==> config.mk <==
export PLATFORM = sky130hd
export DESIGN_NAME = day_display_sequencer
export DESIGN_NICKNAME = d
export VERILOG_FILES = /design/src/rtl/day_display_sequencer.sv
export SDC_FILE = /design/constraint.sdc
export NUM_CORES = 1
export LEC_CHECK = 0
export CAP_MARGIN = 0
export CORE_MARGIN = 1.5
export CORE_UTILIZATION = 54
export CTS_CLUSTER_SIZE = 30
export DETAILED_ROUTE_END_ITERATION = 10
export PLACE_DENSITY = 0.79
export SLEW_MARGIN = 20
export SYNTH_ARGS = -nofsm -noshare
export SYNTH_HDL_FRONTEND = slang
export SYNTH_SLANG_ARGS = --single-unit
==> constraint.sdc <==
create_clock -name clk -period 1.97 [get_ports clk]
set_input_delay 0.197 -clock clk [delete_from_list [all_inputs] [get_ports clk]]
set_output_delay 0.197 -clock clk [all_outputs]
set_load 0.1 [all_outputs]
==> src/rtl/day_display_sequencer.sv <==
// Day-of-week letter display controller: holds the current day, advances it on a
// prescaled tick, step or load, and scans its three-letter abbreviation onto a
// shared 3-digit display.
//
// state | meaning
// MON   | day 0, letters M O N
// TUE   | day 1, letters T U E
// WED   | day 2, letters W E D
// THU   | day 3, letters T H U
// FRI   | day 4, letters F R I
// SAT   | day 5, letters S A T
// SUN   | day 6, letters S U N
module day_display_sequencer #(
    parameter int DAY_TICKS  = 3,
    parameter int SCAN_TICKS = 4
) (
    input  logic       clk,
    input  logic       rst_n,
    input  logic       run,
    input  logic       step,
    input  logic       load,
    input  logic [2:0] load_day,
    output logic [2:0] day,
    output logic       day_tick,
    output logic [2:0] digit_en_n,
    output logic [3:0] letter
);

    typedef enum logic [2:0] {
        MON = 3'd0,
        TUE = 3'd1,
        WED = 3'd2,
        THU = 3'd3,
        FRI = 3'd4,
        SAT = 3'd5,
        SUN = 3'd6
    } day_t;

    localparam logic [7:0] DAY_LAST  = 8'(DAY_TICKS - 1);
    localparam logic [7:0] SCAN_LAST = 8'(SCAN_TICKS - 1);
    localparam logic [3:0] BLANK     = 4'd15;

    day_t       day_q;
    logic [7:0] presc;
    logic [7:0] scan_cnt;
    logic [1:0] digit;

    function automatic day_t next_day(input day_t d);
        if (d == SUN) return MON;
        return day_t'(d + 3'd1);
    endfunction

    // Day state machine with prescaler; load beats step beats auto-advance.
    always_ff @(posedge clk or negedge rst_n) begin
        if (!rst_n) begin
            day_q    <= MON;
            presc    <= 8'd0;
            day_tick <= 1'b0;
        end else if (load) begin
            day_q    <= (load_day == 3'd7) ? MON : day_t'(load_day);
            presc    <= 8'd0;
            day_tick <= 1'b1;
        end else if (step) begin
            day_q    <= next_day(day_q);
            presc    <= 8'd0;
            day_tick <= 1'b1;
        end else if (run && presc == DAY_LAST) begin
            day_q    <= next_day(day_q);
            presc    <= 8'd0;
            day_tick <= 1'b1;
        end else if (run) begin
            presc    <= presc + 8'd1;
            day_tick <= 1'b0;
        end else begin
            day_tick <= 1'b0;
        end
    end

    // Free-running digit scan, unaffected by run/step/load.
    always_ff @(posedge clk or negedge rst_n) begin
        if (!rst_n) begin
            scan_cnt <= 8'd0;
            digit    <= 2'd0;
        end else if (scan_cnt == SCAN_LAST) begin
            scan_cnt <= 8'd0;
            digit    <= (digit == 2'd2) ? 2'd0 : digit + 2'd1;
        end else begin
            scan_cnt <= scan_cnt + 8'd1;
        end
    end

    assign day = day_q;

    // Digit enable decode; bit0 is the leftmost letter.
    always_comb begin
        case (digit)
            2'd0:    digit_en_n = 3'b110;
            2'd1:    digit_en_n = 3'b101;
            2'd2:    digit_en_n = 3'b011;
            default: digit_en_n = 3'b111;
        endcase
    end

    // Letter decode of (day, digit); rightmost letter blanks while on hold.
    always_comb begin
        letter = BLANK;
        case ({day_q, digit})
            {MON, 2'd0}: letter = 4'd0;
            {MON, 2'd1}: letter = 4'd1;
            {MON, 2'd2}: letter = 4'd2;
            {TUE, 2'd0}: letter = 4'd3;
            {TUE, 2'd1}: letter = 4'd4;
            {TUE, 2'd2}: letter = 4'd5;
            {WED, 2'd0}: letter = 4'd6;
            {WED, 2'd1}: letter = 4'd5;
            {WED, 2'd2}: letter = 4'd7;
            {THU, 2'd0}: letter = 4'd3;
            {THU, 2'd1}: letter = 4'd8;
            {THU, 2'd2}: letter = 4'd4;
            {FRI, 2'd0}: letter = 4'd9;
            {FRI, 2'd1}: letter = 4'd10;
            {FRI, 2'd2}: letter = 4'd11;
            {SAT, 2'd0}: letter = 4'd12;
            {SAT, 2'd1}: letter = 4'd13;
            {SAT, 2'd2}: letter = 4'd3;
            {SUN, 2'd0}: letter = 4'd12;
            {SUN, 2'd1}: letter = 4'd4;
            {SUN, 2'd2}: letter = 4'd2;
            default:     letter = BLANK;
        endcase
        if (!run && digit == 2'd2) letter = BLANK;
    end

endmodule
# Word-level counts from Yosys, hierarchy flattened
# Memory sizes are Yosys's and may differ from the RTL's.
# Index checks and enable logic that the tools add are counted.
# op_classes
muxes	24
eq_ne	6
n_reduce_logical	6
add_sub_neg	4
# ops
cell	n
2-to-1 mux 8 bit	5
2-to-1 mux 3 bit	7
adder 8 x 1 -> 8 bit (second input constant)	2
equality test 8 x 2 -> 1 bit (second input constant)	2
2-to-1 mux 1 bit	9
one-hot mux 3 bit (3 select lines)	1
equality test 3 bit (second input constant)	2
2-to-1 mux 4 bit	1
nonzero test 4 bit	1
adder 3 x 1 -> 3 bit (second input constant)	1
nonzero test 3 bit	1
adder 2 x 1 -> 2 bit (second input constant)	1
equality test 2 x 1 -> 1 bit (second input constant)	1
equality test 2 bit (second input constant)	1
logical AND 1 bit	2
zero test 2 bit	1
2-to-1 mux 2 bit	1
zero test 1 bit	1
# totals
register_bits	22
elab_cells	46
out_inout_bits	11
n_memories	1
input_bits	8
mem_bits_ro	128
# mem_list
memory	words	width	read_ports	rd_clocked_by_memory_dff	wr	line_no	source
(name not given)	32	4	1	0	0	107	case ({day_q, digit})

# Logic depth before layout (Yosys ltp)
# depth
word_depth	9
depth_mapped	6
ltp_nobuf	6

# Least setup slack after synthesis
# No wires, ideal clock.
# synth_timing
path_kind	reg-to-output
start	register day_q[0], in the netlist day[0]
end	output letter[3]
path_stages_with_launch	5
arrival_time_ns	3.681
path_slack_ns	-1.908
n_path_buf	1
required_ns	1.773
cell_sequence	dfrtp_1 > clkbuf_1 > nand3b_1 > a21boi_0 > o21ai_0
# synth_via
elab_chain_len	2
# synth_lines
item	line_no	source
start, declared	43	day_t day_q;
start signal, assigned	60	day_q <= (load_day == 3'd7) ? MON : day_t'(load_day);
start signal, assigned	64	day_q <= next_day(day_q);
start signal, assigned	68	day_q <= next_day(day_q);
memory read (32 x 4 bit)	--	
2-to-1 mux 4 bit	131	if (!run && digit == 2'd2) letter = BLANK;
end, declared	26	output logic [3:0] letter
# No other way between the ends.

# Worst setup path after layout
# layout_timing
start	register digit[0]
end	output letter[0]
# layout_via
elab_chain_len	3
word_cells_on_any_way	4
classes_between	eq/ne (1); mux (1); reduce/logical (1); memory (1)
# layout_lines
item	line_no	source
start, declared	46	logic [1:0] digit;
start signal, assigned	86	digit <= (digit == 2'd2) ? 2'd0 : digit + 2'd1;
parallel branches: the longest is 2 deep, another holds memory read (32 x 4 bit)	--	
2-to-1 mux 4 bit (*)	131	
# Mark *: on every way between the ends.

==> out/results.txt <==
The number of warnings printed during yosys synthesis is 0, and the post-route DRC violation count is 0. The share of the core filled with cells is 78.4%, and the average vias per placed instance is 6.17. In the layout the commonest cells are sky130_fd_sc_hd__dfrtp_1 (19), sky130_fd_sc_hd__buf_4 (16), sky130_fd_sc_hd__nand2_1 (13). The share of the clock period used by the worst path was 111%; the I/O pin count was 19. In this run the power spent charging and discharging nets is 689 uW. The floorplan step defined a core boundary enclosing 0.00248 mm^2. From bottom edge to top edge, the die measures 54.0 um. Endpoint type of the worst setup path: an output port.

The highest metal layer carrying signal wires in the routed design is met4. The critical path goes through inv_2 -> ha_4 -> mux4_2 -> o211ai_1 -> buf_12. After detailed placement, the total cell area comes to 0.00181 mm^2. The logs give 0.0792 ns for the pre-CTS setup slack and 3 for the number of buffers created by CTS. The run finished, with violations left.

The worst register-to-register path ends at day[0]. The tools report the part of the total power dissipated in the clock network as 21.4%. The count of nets left with antenna violations once routing finished came out at 0. In this run the worst hold path is classified as in -> async. The number of buffers inserted by port buffering is 18.

The time the final worst path needs with I/O delays and setup was 2.19 ns. The flip-flop and latch count after synthesis is 22. In the synthesized netlist the async set-or-reset flop fraction comes to 100%. The wire length on met2 was 1810 um. The type of element launching the critical path is a flop. Setup repair after global routing could not meet its margin everywhere. The share of final-layout standard cells stronger than drive strength 1 was 31.3%. The maximum number of buffers from clock root to sink is 2.

The checks that failed: negative setup slack. After filler insertion, the fill cell instance count of the layout stands at 159. The via count of the first global-routing pass is 1,209. Hold is met by 0.219 ns. The final routed wire length divided by cell count was 17.0 um. The count of flip-flops with a built-in enable after synthesis came out at 0. In this run the clock root is driven by a sky130_fd_sc_hd__clkbuf_4.

The antenna diode count was 0; the clock latency of the later-clocked register in the worst-skew pair was 0.31 ns. The first TritonRoute pass finished after 5 iterations. The run gives 25.9% as the total track usage. In this run switching power makes up 42.0% of total power. Yosys attributes the largest share of cell area to sky130_fd_sc_hd__dfrtp_1 (39%), sky130_fd_sc_hd__ha_1 (8.9%), sky130_fd_sc_hd__o31ai_1 (3.7%). The net count reported at finish is 195. The post-route cell area is 0.00194 mm^2, and the sum of routed wire length over all layers is 3500 um.

The run gives 0.00141 mm^2 as the area of the mapped netlist. After clock tree synthesis, the clock-pin slew on the worst setup and hold paths is 0.13 ns. The layout overhead on the synthesized area was 38.1%. The floorplan has 18 rows. Total internal power: 952 uW.

The die is 54.0 um wide. Synthesis instantiated 37 different standard cells from the library. Summing all multi-input logic gate instances after layout gives 907 um^2. On the worst path, the slowest cell contributes a delay of 0.46 ns. Leaving out fill and tap cells, the most frequent cell in the layout is sky130_fd_sc_hd__dfrtp_1.

The tools report the total congestion overflow after global routing as 0. The startpoint of the worst-slack reg-to-reg timing path was presc[0]. The first global-routing pass estimated 5400 um of wire. The final weighted congestion of routability-driven global placement is 0.800, and the wire length on met1 is 1490 um. The floorplan step defined a die boundary enclosing 0.00292 mm^2. The critical path is of the reg -> out type. The number of hold buffers added after CTS was 0.

Between clock sinks in the finished design, the worst skew comes to 0.00110 ns. The HPWL after detailed placement is 2400 um. Cell taking the most area after synthesis: sky130_fd_sc_hd__dfrtp_1.

The logs give 0 for the initial antenna violation count and 46.6% for the combinational share of power. For this design the ratio of total power to cell area is 845 mW/mm^2. The register area share after synthesis is 39.1%. The required time at the endpoint of the critical path is 1.77 ns. The level count of the clock H-tree is 1.

The slowest stage of the critical path belongs to the cell sky130_fd_sc_hd__mux4_2. The number of nets handed over by synthesis was 163. The most critical setup path has its endpoint at letter[0]. The smallest setup slack after layout is -0.219 ns, and the mean instance size in the synthesized netlist is 9.70 um^2.

The area share of the largest cell type after synthesis was 39.1%. Overall power: 1640 uW. The hold violation total from the final report was 0; the slack of the worst reg-to-reg path was 0.11 ns.

In the synthesized netlist, the number of instances is 145. The cell count of the worst reg-to-reg path works out to 6. The dominant register cell in the synthesized netlist is sky130_fd_sc_hd__dfrtp_1. The count of pins over their slew limit came out at 0. The run gives 457 MHz as the maximum clock frequency. STA puts the critical path data arrival time at 1.99 ns. The logs give 23 for the pin count of the biggest net entering global routing and 559 um^2 for the flip-flop and latch area. Counting every sink on the clock net gives 22.

The tools report the count of max-cap constraint violations as 0. Summed over all nets, wire length on met3 after detailed routing comes to 125 um. For the initial core utilization, the log shows 56.8%. The analysis attributes to cell leakage a power of 0.000793 uW. Headroom to the max-slew limit came out at 70.2%. TritonCTS built the clock tree. The pin slew with the least headroom to its limit is 0.443 ns, and the power share of the sequential group is 32.0%. Tracing the worst setup path back leads to its startpoint at digit[0]. In this run, the number of DRC markers left after iteration 0 of detailed routing was 39.

Total number of vias: 1,271. Of all nets on the critical path, the largest fanout is 4. The run gives 4 as the final setup violation count. The peak supply drop was 0.962 mV.
-- through the flow --
stage	setup TNS, ns	std cells
global placement	0	196
floorplan	-1.54	145
finish	-0.564	206
CTS	-0.464	204
global route	-0.878	206
detailed placement	0	196
-- worst min-delay path by stage --
stage                           start          end  slack (ns)
final                           rst_n  scan_cnt[4]        0.22
after global routing            rst_n  scan_cnt[4]        0.25
after CTS                       rst_n  scan_cnt[4]        0.23
after detailed placement  scan_cnt[7]  scan_cnt[7]        0.46
after global placement    scan_cnt[7]  scan_cnt[7]        0.45
after floorplan                 rst_n       day[2]        -0.1
-- cells by family after synthesis --
kind of cell	count (synthesis)	synth area share, %
XOR/XNOR	6	3.74
flip-flops	22	39.1
AO/OA/AOI/OAI	37	18.1
adder cells (fa/ha/maj)	10	8.90
buffers and inverters	14	3.83
multiplexers	5	4.63
AND/OR/NAND/NOR	51	21.6
-- synthesized netlist by cell type, types with 3 or more instances --
cell                        n
sky130_fd_sc_hd__dfrtp_1   22
sky130_fd_sc_hd__nand2_1   13
sky130_fd_sc_hd__ha_1      10
sky130_fd_sc_hd__a21oi_1    8
sky130_fd_sc_hd__inv_1      8
sky130_fd_sc_hd__o31ai_1    7
sky130_fd_sc_hd__nand2b_1   6
sky130_fd_sc_hd__clkbuf_1   5
sky130_fd_sc_hd__nand3_1    5
sky130_fd_sc_hd__nor2_1     5
sky130_fd_sc_hd__xnor2_1    5
sky130_fd_sc_hd__o211ai_1   4
sky130_fd_sc_hd__o21ai_0    4
sky130_fd_sc_hd__o221ai_1   4
sky130_fd_sc_hd__or4_1      4
sky130_fd_sc_hd__and3_1     3
sky130_fd_sc_hd__nand3b_1   3
sky130_fd_sc_hd__nor2b_1    3
-- per-layer routing --
layer | global-route usage (%) | up-vias
li1 | - | 597
met4 | 10.0 | 0
met2 | 46.3 | 35
met3 | 4.17 | 8
met1 | 30.7 | 631
met5 | 0 | -
-- power groups by stage --
stage | Clock, uW | Sequential [uW] | Combinational (uW)
after floorplan | 0 | 607 | 431
after global routing | 376 | 530 | 793
final | 351 | 524 | 765
after detailed placement | 0 | 548 | 707
after global placement | 0 | 545 | 697
after CTS | 355 | 529 | 736
-- registers in the layout (all words and copies together) (netlist names) --
signal    count
day           3
day_tick      1
digit         2
presc         8
scan_cnt      8
-- critical path, delay by kind of cell (launching register included) --
family          cells  cell delay, ns
compound gates      1            0.27
flops               1            0.45
buf+inv             2            0.30
mux                 1            0.46
fa+ha+maj           1            0.20
-- repair_timing --
action / 4_1_cts / 5_1_grt
endpoints found under the setup margin: 4 / 4
pin swaps: 5 / 3
setup buffers: 4 / 2
resized for setup: 7 / 3
-- final cells by class --
class / count / share of cell area (%)
clock buffer: 3 / 1.16
clock inverter: 1 / 1.55
inverter: 9 / 2.00
multi-input combinational: 109 / 46.7
sequential: 22 / 28.8
tap: 30 / 1.93
timing repair buffer: 32 / 17.8
Power figures use the tool's default switching activity.
